===== src/rtl/game_tick_sched.sv =====
// Game-speed scheduler: single-cycle tick enable with run/pause/step
// sequencing and rate changes committed only on tick boundaries.
module game_tick_sched #(
  parameter int unsigned BASE_CNT = 12_500_000,
  parameter int unsigned CNT_W    = 32,
  parameter logic [1:0]  RST_RATE = 2'd2
) (
  input  logic        clk,
  input  logic        rst,
  input  logic        start,
  input  logic        stop,
  input  logic        pause,
  input  logic        step,
  input  logic        faster,
  input  logic        slower,
  input  logic        auto_up,
  output logic        tick,
  output logic [1:0]  rate_cur,
  output logic [1:0]  rate_pend,
  output logic [1:0]  state,
  output logic [15:0] tick_count
);

  typedef enum logic [1:0] {
    S_IDLE  = 2'd0,
    S_RUN   = 2'd1,
    S_PAUSE = 2'd2,
    S_STEP  = 2'd3
  } state_t;

  state_t           r_state;
  state_t           w_next;
  logic [CNT_W-1:0] r_cnt;
  logic [CNT_W-1:0] w_limit;
  logic [1:0]       r_rate_cur;
  logic [1:0]       r_rate_pend;
  logic [15:0]      r_tick_count;
  logic             w_bnd;
  logic             w_adv;
  logic             w_up;

  assign w_limit = (CNT_W'(BASE_CNT) << r_rate_cur)
                 - CNT_W'(1);
  assign w_bnd   = (r_state == S_RUN) && (r_cnt == w_limit);
  // boundary or step cycle: tick, commit rate, bump count
  assign w_adv   = w_bnd || (r_state == S_STEP);
  assign w_up    = faster | auto_up;

  always_ff @(posedge clk) begin
    if (rst) r_state <= S_IDLE;
    else     r_state <= w_next;
  end

  always_comb begin
    w_next = r_state;
    if (stop) begin
      w_next = S_IDLE;
    end else begin
      unique case (r_state)
        S_IDLE:  if (start) w_next = S_RUN;
        S_RUN:   if (pause) w_next = S_PAUSE;
        S_PAUSE: begin
          if (pause)     w_next = S_RUN;
          else if (step) w_next = S_STEP;
        end
        S_STEP:  w_next = S_PAUSE;
        default: w_next = S_IDLE;
      endcase
    end
  end

  always_comb begin
    tick = 1'b0;
    if (!rst && !stop) tick = w_adv;
  end

  always_ff @(posedge clk) begin
    if (rst || stop) begin
      r_cnt <= '0;
    end else begin
      unique case (r_state)
        S_IDLE:  r_cnt <= '0;
        S_RUN: begin
          if (w_bnd)      r_cnt <= '0;
          else if (pause) r_cnt <= r_cnt;
          else            r_cnt <= r_cnt + CNT_W'(1);
        end
        default: r_cnt <= r_cnt;
      endcase
    end
  end

  always_ff @(posedge clk) begin
    if (rst) begin
      r_rate_cur   <= RST_RATE;
      r_tick_count <= '0;
    end else if (!stop) begin
      if ((r_state == S_IDLE) || w_adv)
        r_rate_cur <= r_rate_pend;
      if ((r_state == S_IDLE) && start)
        r_tick_count <= '0;
      else if (w_adv)
        r_tick_count <= r_tick_count + 16'd1;
    end
  end

  // saturating arbitration; opposing requests cancel
  always_ff @(posedge clk) begin
    if (rst) begin
      r_rate_pend <= RST_RATE;
    end else if (w_up && !slower) begin
      if (r_rate_pend != 2'd0)
        r_rate_pend <= r_rate_pend - 2'd1;
    end else if (slower && !w_up) begin
      if (r_rate_pend != 2'd3)
        r_rate_pend <= r_rate_pend + 2'd1;
    end
  end

  assign rate_cur   = r_rate_cur;
  assign rate_pend  = r_rate_pend;
  assign state      = r_state;
  assign tick_count = r_tick_count;

endmodule


===== config.mk =====
export PLATFORM = sky130hd
export DESIGN_NAME = game_tick_sched
export DESIGN_NICKNAME = d
export VERILOG_FILES = /design/src/rtl/game_tick_sched.sv
export SDC_FILE = /design/constraint.sdc
export NUM_CORES = 1
export LEC_CHECK = 0
export CORE_ASPECT_RATIO = 1.1
export CORE_MARGIN = 10
export CORE_UTILIZATION = 52
export CTS_CLUSTER_DIAMETER = 120
export CTS_CLUSTER_SIZE = 30
export DETAILED_ROUTE_END_ITERATION = 8
export PLACE_DENSITY = 0.74
export SYNTH_ARGS = -nofsm -noshare
export SYNTH_HDL_FRONTEND = slang
export SYNTH_SLANG_ARGS = --single-unit

===== constraint.sdc =====
create_clock -name clk -period 2.75 [get_ports clk]
set_input_delay 0.275 -clock clk [delete_from_list [all_inputs] [get_ports clk]]
set_output_delay 0.275 -clock clk [all_outputs]
set_load 0.02 [all_outputs]

* Yosys cells after proc, flatten, opt, wreduce, memory -nomap -nowiden
Cells that the tools add are included.
Word-level totals: logic and storage cells 62, flip-flop bits (word level) 54, output and inout bits 23
Cells by class: bitwise logic cells 2, reduce and logical (&&, ||, !) cells 24, equality and inequality tests 10, mux-type cells 15, add/sub/neg operators 5, shift operators 1
Operator list (number):
- $mux W32 | 2
- $pmux W32 S2 | 1
- $add A32 B1 Y32 const B | 1
- $eq A32 B32 Y1 | 1
- $mux W16 | 2
- $shl A24 B2 Y32 const A | 1
- $sub A32 B1 Y32 const B | 1
- $add A16 B1 Y16 const B | 1
- $mux W2 | 8
- $reduce_bool A2 Y1 | 5
- $pmux W2 S4 | 1
- $ne A2 B2 Y1 const B | 3
- $ne A3 B3 Y1 const B | 2
- $reduce_and A2 Y1 | 3
- $reduce_and A3 Y1 | 2
- $logic_and A1 B1 Y1 | 5
- $eq A2 B2 Y1 const B | 2
- $logic_not A1 Y1 | 4
- $logic_or A1 B1 Y1 | 3
- $add A2 B1 Y2 const B | 1
- $eq A2 B1 Y1 const B | 1
- $logic_not A2 Y1 | 1
- $ne A2 B1 Y1 const B | 1
- $reduce_or A2 Y1 | 1
- 4 further kinds | 4

* Logic depth before layout (Yosys ltp)
depth after elaboration 7, mapped depth 10, gate-level depth less buffers 8

* Worst setup path after synthesis
OpenSTA, ideal clock, no wires.
path kind reg-to-output, start point reg r_state[0], in the netlist state[0], end point out tick, setup slack -42 ps, data arrival time 2517 ps, data required time 2475 ps, cell stages (with the launch flop) 9, cells stage by stage dfxtp_1 buf_2 and4b_1 o2111ai_1 a2111oi_4 o2111ai_4 buf_2 and2_1 nor3_1
Between the ends: cells in the longest elaborated chain, start to end 4, elaborated cells on any way between the ends 5, those cells by class 2 x eq/ne; 1 x mux; 2 x reduce/logical
Ends and longest elaborated chain:
- start, declared | line 31 | state_t r_state;
- start signal, assigned | line 51 | else r_state <= w_next;
- $eq A2 B1 Y1 | line 44 | assign w_bnd = (r_state == S_RUN) && (r_cnt == w_limit);
- $logic_and A1 B1 Y1 | line 44
- $logic_or A1 B1 Y1 (*) | line 46 | assign w_adv = w_bnd || (r_state == S_STEP);
- $mux W1 (*) | line 74 | if (!rst && !stop) tick = w_adv;
- end, declared | line 17 | output logic tick,
Mark *: on every way between the ends. The rest lies on a longest branch, timed or not.

* Worst setup path in the final report
start point reg r_rate_cur[1], in the netlist rate_cur[1], end point reg r_cnt[29]
Between the ends: cells in the longest elaborated chain, start to end 6, elaborated cells on any way between the ends 8, those cells by class 1 x add/sub; 2 x eq/ne; 1 x shift; 2 x mux; 2 x reduce/logical
Ends and longest elaborated chain:
- start, declared | line 35 | logic [1:0] r_rate_cur;
- start signal, assigned | line 99 | r_rate_cur <= r_rate_pend;
- $shl A24 B2 Y32 (*) | line 42 | assign w_limit = (CNT_W'(BASE_CNT) << r_rate_cur)
- $sub A32 B1 Y32 (*) | line 43 | - CNT_W'(1);
- $eq A32 B32 Y1 (*) | line 44
- $logic_and A1 B1 Y1 (*) | line 44
- $mux W32 or $ne A3 B3 Y1 (tied branches)
- $pmux W32 S2 or $reduce_and A2 Y1 (tied branches)
- end signal, assigned | line 85 | else if (pause) r_cnt <= r_cnt;
- end signal, assigned | line 86 | else r_cnt <= r_cnt + CNT_W'(1);
- end signal, assigned | line 88 | default: r_cnt <= r_cnt;
- end, declared | line 33 | logic [CNT_W-1:0] r_cnt;
Marks and branches as above. A chain may end at the register's enable or synchronous reset.

==> impl_metrics.json <==
{
  "power_leakage_nw": 1.268,
  "drv_cap": 0,
  "worstSetupStartpointType": "flip-flop",
  "dieArea_mm2": 0.009409,
  "report.final.slew_viol_count": 0,
  "worst_setup_path_end_kind": "flip-flop",
  "area_growth_pct": 21.88,
  "synth-main-ff-cell": "dfxtp_1",
  "synth_seq_area_share": 0.3508,
  "finalCritPeriodShare": 0.9441,
  "hold_viol_final": 0,
  "multiInputGateArea_mm2": 0.001868,
  "io_buffers": 31,
  "dieHeight_um": 100.7,
  "ant_nets": 0,
  "die_x_um": 93.40,
  "syn_avg_cell_area_um2": 7.861,
  "htreeDepth": 2,
  "wl_per_cell_um": 15.63,
  "grt_first_pass_wirelength_mm": 13.48,
  "start_util": 0.5342,
  "regArea_mm2": 0.001082,
  "num_antenna_cells": 0,
  "post-route-min-period_ns": 2.596,
  "gp_congestion": 0.8757,
  "dr.pass1.iters": 5,
  "cts.sinks": 54,
  "peakVddDrop_v": 0.0002273,
  "ios": 32,
  "timing.rr.start": "rate_cur[1]",
  "grt_pass1_vias": 2877,
  "synth_area_mm2": 0.003082,
  "route.detailed.drc": 0,
  "clockRootBuffer": "clkbuf_8",
  "hold_class": "flip-flop to flip-flop",
  "async_flop_share": 0,
  "synth_edf_count": 0,
  "crit_fanout": 33,
  "row_count": 29,
  "max_slew.worst_pin.slew_ns": 0.6371,
  "cts_tree": "built",
  "max_freq_ghz": 0.3852,
  "min_from": "tick_count[15]",
  "routed_wl_mm": 8.017,
  "grt_overflow": 0,
  "synth_cell_types": 53,
  "rsz0062_at_grt": "false",
  "dp_hpwl_mm": 5.945,
  "antenna_found_initial": 0,
  "slew_headroom": 0.5753,
  "ff2ff_path_depth": 8,
  "coreArea_mm2": 0.005769,
  "first_iter_violations": 169,
  "path_class": "flip-flop to flip-flop",
  "power.density_mw_per_mm2": 392.6,
  "setup_viol_count_final": 0,
  "fill_cells": 522,
  "track_usage": 0.1738,
  "vias": 2960,
  "synth_seq_cells": 54,
  "reg2reg_slack_ns": 0.15,
  "min_to": "tick_count[15]",
  "postLayoutCoreUtil": 0.6511,
  "fin_tns_setup_ns": 0,
  "hold_depth": 2,
  "nets": 447,
  "r2r_end": "r_cnt[29]",
  "clock_latency_ns": 0.32,
  "yosysWarnings": 0,
  "syn_nets": 404,
  "cts_max_path_buffers": 2,
  "via_per_inst": 5.770,
  "syn_inst": 392,
  "grt_max_degree": 34,
  "arrival_ns": 2.80,
  "required_ns": 2.95,
  "status": "complete, no violations",
  "path_clk_slew_ns": 0.11,
  "post-cts-setup-buffers": 0,
  "drive_above_1_share": 0.1399,
  "clock-skew-final_ns": 0.01121,
  "numCtsBuffers": 5
}
==> state kept, by name, indices dropped and copies added, names as in the netlist <==
name and cells:
tick_count 16, rate_pend 2, r_cnt 32, state 2, rate_cur 2
==> worst max path at each step <==
stage	start	end	slack, ns	depth (start not counted)
6_report	rate_cur[1]	r_cnt[29]	0.15	8
5_1_grt	rate_cur[1]	tick	0.06	7
4_1_cts	r_cnt[29]	tick	0.04	8
3_5_place_dp	r_cnt[29]	tick	0.04	8
3_3_place_gp	r_cnt[8]	tick	0.02	7
2_1_floorplan	state[0]	tick	0.13	8
==> where the power goes <==
part           internal, mW  switching (mW)  leakage (nW)  total [mW]
clock                 0.271           0.280        0.0504       0.551
sequential            0.790         0.00960         0.436       0.800
combinational        0.0532          0.0706         0.782       0.124
total                  1.11           0.360          1.27        1.47
==> area by class of cell <==
| type | count | share of cell area |
|---|---|---|
| multi-input combinational | 300 | 0.4973 |
| inverter | 13 | 0.01299 |
| timing repair buffer | 61 | 0.1456 |
| clock buffer | 5 | 0.01832 |
| tap | 77 | 0.02565 |
| sequential | 54 | 0.2881 |
| clock inverter | 3 | 0.01199 |
==> layout by cell type, fill, tap and decap left out, types with 6 or more instances in the layout <==
master / n
nor2_1: 69
dfxtp_1: 53
a21oi_1: 30
clkdlybuf4s50_1: 30
buf_4: 28
xnor2_1: 27
nand2_1: 26
nand3_1: 21
nand4_1: 13
inv_1: 12
o21ai_0: 11
nor3_1: 10
and3_1: 7
a211oi_1: 7
nand2b_1: 6
==> timing repair <==
item	in CTS	in global routing
pin swaps	0	1
hold buffers	0	0
endpoints found under the hold margin	0	0
gates resized for setup	3	5
endpoints found under the setup margin	1	10
==> metrics by stage <==
| stage | std cells | hold WS, ns | total power, mW | cell area, um2 | worst slack [ns] |
|---|---|---|---|---|---|
| after floorplan | 392 | 0.3441 | 0.8864 | 3087 | 0.1294 |
| after global placement | 505 | 0.4997 | 0.9385 | 3628 | 0.02246 |
| after detailed placement | 505 | 0.5211 | 0.9410 | 3628 | 0.04151 |
| after CTS | 513 | 0.5451 | 1.479 | 3744 | 0.04090 |
| after global routing | 513 | 0.5877 | 1.523 | 3756 | 0.05888 |
| final | 513 | 0.5427 | 1.475 | 3756 | 0.1537 |
==> metal layers <==
layer,GRT usage,wire length (um),up-vias
li1,-,-,1460
met1,0.1989,3399,1394
met2,0.2969,3906,92
met3,0.05440,531,14
met4,0.06057,179,0
met5,0,0,-
==> critical path: stages (launching register included) <==
cell and delay (ns):
dfxtp_2 0.39, mux2_2 0.35, o22a_1 0.21, a2111oi_4 0.38, o2111ai_4 0.18, buf_6 0.24, a211oi_4 0.27, nand3_1 0.12
mux2_1 0.33
==> Yosys cell counts (all sizes together) (4+ instances only) <==
cell type   n  share of area
a211o       4          0.011
a211oi      9          0.025
a21oi      33          0.057
and3        7          0.014
and4        4          0.011
buf         8          0.013
clkbuf     17          0.021
dfxtp      54           0.35
inv        13          0.016
mux2        6          0.022
nand2      26          0.032
nand2b      6          0.012
nand3      21          0.034
nand4      13          0.026
nor2       69          0.084
nor3       11          0.018
nor3b       4         0.0097
o21ai      11          0.018
xnor2      27          0.077
==> kinds of logic after synthesis <==
| kind of cell | share of synthesized area |
|---|---|
| AOI/OAI and AO/OA | 0.1900 |
| xor gates and xnor gates | 0.08242 |
| DFF | 0.3508 |
| buffers and inverters | 0.04912 |
| and+or+nand+nor | 0.2903 |
| muxes | 0.02517 |
| adders and majority gates | 0.01218 |
Power figures use the tool's default switching activity.
